--- src/rtl/coef_bank_ctrl.sv ---
// Double-buffered 32-tap complex coefficient bank: host writes a shadow copy, swap on a convolver sample boundary.
// Optional shadow readback port enabled by defining COEF_READBACK_EN.
module coef_bank_ctrl (
  input  logic              clk,
  input  logic              reset,
  input  logic              wr_en,
  input  logic [4:0]        wr_addr,
  input  logic [17:0]       wr_real,
  input  logic [17:0]       wr_imag,
  input  logic              commit_req,
  input  logic              sample_strobe,
`ifdef COEF_READBACK_EN
  input  logic [4:0]        rd_addr,
  output logic [17:0]       rd_real,
  output logic [17:0]       rd_imag,
`endif
  output logic              commit_ack,
  output logic [31:0][17:0] coef_real,
  output logic [31:0][17:0] coef_imag,
  output logic              busy,
  output logic              wr_err,
  output logic [31:0]       shadow_mask
);

  typedef enum logic {IDLE, PENDING} state_t;

  state_t             state;
  logic [31:0][17:0]  shadow_real;
  logic [31:0][17:0]  shadow_imag;

  always_ff @(posedge clk) begin
    if (reset) begin
      state       <= IDLE;
      busy        <= 1'b0;
      commit_ack  <= 1'b0;
      wr_err      <= 1'b0;
      shadow_mask <= '0;
      shadow_real <= '0;
      shadow_imag <= '0;
      // Pass-through: unity (max positive) on tap 0, everything else zero
      coef_real    <= '0;
      coef_real[0] <= 18'h1FFFF;
      coef_imag    <= '0;
    end else begin
      commit_ack <= 1'b0;
      wr_err     <= 1'b0;
      case (state)
        IDLE: begin
          if (wr_en) begin
            shadow_real[wr_addr] <= wr_real;
            shadow_imag[wr_addr] <= wr_imag;
            shadow_mask[wr_addr] <= 1'b1;
          end
          if (commit_req) begin
            state <= PENDING;
            busy  <= 1'b1;
          end
        end
        PENDING: begin
          if (wr_en) wr_err <= 1'b1;
          // Whole bank loads in one edge so the convolver never sees a mixed set
          if (sample_strobe) begin
            coef_real   <= shadow_real;
            coef_imag   <= shadow_imag;
            shadow_mask <= '0;
            commit_ack  <= 1'b1;
            busy        <= 1'b0;
            state       <= IDLE;
          end
        end
        default: begin
          state <= IDLE;
          busy  <= 1'b0;
        end
      endcase
    end
  end

`ifdef COEF_READBACK_EN
  always_ff @(posedge clk) begin
    if (reset) begin
      rd_real <= '0;
      rd_imag <= '0;
    end else begin
      rd_real <= shadow_real[rd_addr];
      rd_imag <= shadow_imag[rd_addr];
    end
  end
`endif

endmodule

--- config.mk ---
export PLATFORM = sky130hd
export DESIGN_NAME = coef_bank_ctrl
export DESIGN_NICKNAME = d
export VERILOG_FILES = /design/src/rtl/coef_bank_ctrl.sv
export SDC_FILE = /design/constraint.sdc
export NUM_CORES = 2
export LEC_CHECK = 0
export CELL_PAD_IN_SITES_DETAIL_PLACEMENT = 1
export CELL_PAD_IN_SITES_GLOBAL_PLACEMENT = 1
export CORE_AREA = 2 2 485 487
export CTS_CLUSTER_DIAMETER = 80
export DETAILED_ROUTE_END_ITERATION = 7
export DIE_AREA = 0 0 487 489
export PLACE_DENSITY = 0.71
export SETUP_SLACK_MARGIN = 0.2
export SYNTH_ARGS = -nofsm -noshare
export SYNTH_HDL_FRONTEND = slang
export SYNTH_SLANG_ARGS = --single-unit
--- constraint.sdc ---
create_clock -name clk -period 1.88 [get_ports clk]
set_input_delay 0.376 -clock clk [delete_from_list [all_inputs] [get_ports clk]]
set_output_delay 0.376 -clock clk [all_outputs]
set_load 0.05 [all_outputs]
# After elaboration in Yosys (flattened, before gate mapping)
# Cells that the tools add are included.
# totals
regBits	2340
latch_bits	0
mem_bits_rw	0
rom_bits	0
inputBits	46
n_memories	0
# op_classes
add_sub_neg	0
mul	0
div_mod_pow	0
magnitude_cmp	2
eq_ne	3
n_shift	0
n_mux	17
bitwise	2
n_reduce_logical	6
# op_table
operator	n
$bwmux 576	2
$demux 18 s5	1
$mux 32	2
$pmux 32 s2	1
$or 32x32->32	1
$mux 18	1
$reduce_and 2->1	4
$mux 1	7
$lt 5x6->1 const B	1
$ne 2x2->1 const B	3
$demux 1 s5	1
$ge 5x1->1 const B	1
$pmux 1 s2	2
$reduce_or 2->1	1
$logic_and 1x1->1	1
$not 1->1	1

# Logic depth before layout (Yosys ltp)
# logic_depth
depth_word	7
ltp_mapped	8
ltp_nobuf	3

# Least setup slack after synthesis
# Ideal clock, no wire load.
# synth_path
kind	input -> register
startpoint	input reset
endpoint	register coef_imag[15] (netlist name)
t_arrival_ns	1.437
required_ns	1.748
setup_slack_ns	0.311
cell_stages	6
path_cell_list	buf_2 -> buf_2 -> buf_2 -> clkbuf_1 -> clkbuf_1 -> a21oi_1
# synth_rtl
element	line	text
start: declaration	5	input logic reset,
end signal: assignment	64	coef_imag <= shadow_imag;
end: declaration	19	output logic [31:0][17:0] coef_imag,
# No word-level cell between the ends.

# Worst setup path in the final report
# layout_path
startpoint	register state
endpoint	register coef_imag[413] (netlist name)
# layout_via
elab_chain_len	1
# layout_lines
element	line	text
start: declaration	27	state_t state;
start signal: assignment	33	state <= IDLE;
start signal: assignment	55	state <= PENDING;
start signal: assignment	68	state <= IDLE;
$reduce_and 2->1 (no source line)	--	
# No other way between the ends.
# A chain may end at the register's enable or synchronous reset.

==> results.md <==
| Item | This run | Unit |
|:---|:---|:---|
| Worst-case vdd ir drop | 0.868 | mV |
| Die Height | 489 | um |
| Area after DPL | 101000 | sq um |
| Initial core utilization | 36.2 | % |
| Worst setup endpoint | coef_imag[413] | - |
| Worst Setup Slack, final | -0.00296 | ns |
| Die Width | 487 | um |
| Max-cap check violation count | 0 | - |
| Fraction of final layout cells sized beyond drive strength 1 | 31.2 | % |
| Cell area after synthesis | 84500 | sq um |
| Mean instance size in the synthesized netlist | 9.40 | sq um |
| Fraction of the cycle the final worst path needs | 100 | % |
| Number of fillers in the final layout | 24900 | - |
| FF-to-FF End | coef_imag[413] | - |
| FP Rows | 178 | - |
| Root cell of the clock tree | clkbuf_16 | - |
| Area of all placed cells without fillers | 119000 | sq um |
| Via count of the routed design | 70700 | - |
| Routed wire length on met2 | 168 | mm |
| Detailed Route WL | 360 | mm |
| Hold Slack | 0.246 | ns |
| Critical Path Source Type | register | - |
| Number of pins exceeding their max-slew limit in the final report | 0 | - |
| Worst setup path startpoint | state | - |
| Outcome | finished with violations | - |
| Final hold viol count | 0 | - |
| Max H-tree Level | 4 | - |
| Static leakage | 51.1 | nW |
| Vias in the first global route | 72300 | - |
| Iter 0 DRT Violations | 4575 | - |
| Wire length the detailed router placed on met1 | 149 | mm |
| Worst clock skew | 0.0566 | ns |
| Detailed placer's ending HPWL | 235 | mm |
| Required arrival time at the worst endpoint | 2.63 | ns |
| Warning count from the yosys run | 0 | - |
| Worst slew pin tran | 0.692 | ns |
| Global-route wire length before repair | 493 | mm |
| Die Footprint | 238000 | sq um |
| Path type of the worst setup path | register to register | - |
| DR WL/cell | 26.6 | um |
| CP endpoint kind | register | - |
| Core footprint | 234000 | sq um |
| Setup violators final | 1 | - |
| Syn Nets | 9040 | - |
| Max Clock Freq | 0.531 | GHz |
| Total of buffers placed on input and output ports | 1232 | - |
| Highest signal layer in the routed design | met5 | - |
| Worst rel slew slack | 53.9 | % |
| Violations in the final reports | negative setup slack | - |
| Biggest fanout along the worst timing path | 56 | - |
| Clock period minus final worst setup slack | 1.88 | ns |
| Worst reg2reg setup slack | -0.003 | ns |
| Largest net degree at the start of global routing | 143 | - |
| Reg-to-Reg Start | state | - |
| First-pass iteration count of the detailed router | 5 | - |
| Total power density per cell area | 864 | nW/um^2 |
| Unrepaired setup endpoints after global routing | yes | - |
| Number of remaining DRC errors | 0 | - |
| Post-route core utilization | 50.9 | % |
| Number of placed I/O pins | 1233 | - |
| Number of antenna violations at the first check in global routing | 26 | - |
| Overall overflow remaining after global route | 0 | - |
| Post-detailed-route count of antenna-violating nets | 0 | - |
| CTS tree | built | - |
| Count of cells along the worst register-to-register path | 6 | - |
| Clock latency on the worst-skew pair | 0.90 | ns |
| Count of mapped cells out of synthesis | 8994 | - |
| Total negative slack for setup checks | -0.00296 | ns |
| Worst hold path type | primary input to register | - |
| Synthesis-to-finish area growth | 40.8 | % |
| Final net count | 10300 | - |
| Library cells used by synthesis | 26 | - |
| Overall track demand over capacity in global routing | 27.9 | % |
| Gp weighted congestion | 0.849 | - |
| Number of buffers created by CTS | 236 | - |
| Worst-path clk slew | 0.07 | ns |
| Worst EP arrival | 2.64 | ns |
| Worst setup slack before clock tree synthesis | -0.528 | ns |
| Met3 wire length | 19.9 | mm |
| Clock Path Buffers | 3 | - |
| Synth Register Bits | 2340 | - |
| Clk sinks | 2340 | - |
| Seq/Total Area, Yosys | 55.4 | % |
| Vias per inst | 5.22 | - |
==> critical path: stages (launching register included) <==
cell and delay [ns]:
dfxtp_1 0.38, buf_4 0.16, and2_4 0.25, buf_12 0.21, buf_12 0.29, nand2_1 0.12, a21oi_1 0.30
==> worst min path at each step <==
stage,start,to,slack [ns],cells past startpoint
after global placement,shadow_imag[211],coef_imag[211],0.44,2
after CTS,wr_imag[10],shadow_imag[370],0.17,3
after floorplan,shadow_real[17],coef_real[17],0.43,2
after global routing,wr_imag[10],shadow_imag[226],0.22,3
final,wr_imag[10],shadow_imag[370],0.25,3
after detailed placement,shadow_imag[451],coef_imag[451],0.44,2
==> cell families (layout without fill, tap and decap cells) <==
| logic type | after synthesis | after routing | synth area share [%] |
|---|---|---|---|
| and+or+nand+nor | 3593 | 3593 | 19.9 |
| DFF | 2340 | 2340 | 55.4 |
| AOI/OAI and AO/OA | 1169 | 1169 | 6.93 |
| muxes | 1152 | 1152 | 13.6 |
| buffers and inverters | 740 | 2227 | 4.06 |
| other | 0 | 4 | 0 |
==> cells in the final DEF, fill, tap and decap left out, types with 2 or more instances in the layout <==
cell	count
inv_6	5
a21oi_1	1167
dfxtp_2	646
and2_4	2
dfxtp_4	427
clkbuf_1	61
and4bb_2	2
bufinv_16	11
nand2_4	32
clkbuf_8	69
and3b_1	3
clkinv_2	42
nor2_1	4
nand2_1	2336
buf_6	246
nor3b_1	3
mux2i_1	1152
clkbuf_16	239
nand2b_1	1152
nand2b_4	19
buf_12	239
clkinvlp_4	2
nand3b_1	17
buf_8	809
clkinv_16	4
dfxtp_1	1267
diode_2	4
clkdlybuf4s50_1	44
buf_4	454
nor2b_1	2
nand2b_2	17
==> registers in the layout (all words and copies together) (netlist names) <==
signal	flops
coef_real	576
wr_err	1
shadow_real	576
commit_ack	1
shadow_mask	32
coef_imag	576
shadow_imag	576
state	1
busy	1
==> metal layers <==
layer  up-vias  GRT usage, %
met1     35600          35.6
met3       821          4.43
met4         8          15.3
li1      31700             -
met2      2558          45.1
met5         -             0
==> Yosys cell counts <==
master | n | share of area, %
a21oi_1 | 1167 | 6.9
nand2_1 | 2337 | 10
nor2b_1 | 2 | 0.015
buf_12 | 4 | 0.095
buf_1 | 31 | 0.14
o21ba_2 | 1 | 0.012
nor2_1 | 4 | 0.018
a22oi_1 | 1 | 0.0089
and4b_1 | 1 | 0.012
dfxtp_1 | 2340 | 55
and3_1 | 1 | 0.0074
nor3b_1 | 3 | 0.027
nand2_4 | 31 | 0.41
nor3_4 | 1 | 0.019
and2_1 | 1 | 0.0074
buf_6 | 5 | 0.067
clkbuf_1 | 418 | 1.9
nor4b_4 | 1 | 0.028
nand3b_1 | 17 | 0.15
nand2b_1 | 1188 | 8.8
and2_4 | 1 | 0.010
and4bb_2 | 2 | 0.030
and3b_1 | 3 | 0.031
mux2i_1 | 1152 | 14
buf_4 | 79 | 0.70
buf_2 | 203 | 1.2
==> per-stage QoR <==
step	power (mW)	instances
finish	103	13500
global route	106	13500
CTS	104	13500
detailed placement	56.3	13000
global placement	56.2	13000
floorplan	53.5	8994
==> layout make-up <==
cell class                      instances  area [sq um]  share of cell area [%]
Timing Repair Buffer                 1794         23600                    19.8
Sequential cell                      2340         49300                    41.4
Tap cell                             3060          3830                    3.22
Multi-Input combinational cell       5914         34400                    28.9
Antenna cell                            4          10.0                 0.00841
Clock buffer                          369          7160                    6.02
Clock inverter                         64           719                   0.605
==> what timing repair did <==
| item | in CTS | in global routing |
|---|---|---|
| endpoints found under the setup margin | 1400 | 2328 |
| hold endpoints to repair | 2 | 0 |
| gates resized for setup | 3239 | 1760 |
| gates cloned | 0 | 0 |
| pin swaps | 0 | 0 |
| setup buffers | 33 | 63 |
| hold buffers | 1 | 0 |
==> report_power, final <==
| part | switching, mW | total [mW] | internal (mW) | leakage, nW |
|---|---|---|---|---|
| Clock | 20.6 | 48.2 | 27.5 | 3.90 |
| Sequential | 0.187 | 49.4 | 49.2 | 19.5 |
| Combinational | 3.51 | 5.34 | 1.83 | 27.7 |
| Total | 24.3 | 103 | 78.5 | 51.1 |
Power figures use the tool's default switching activity.
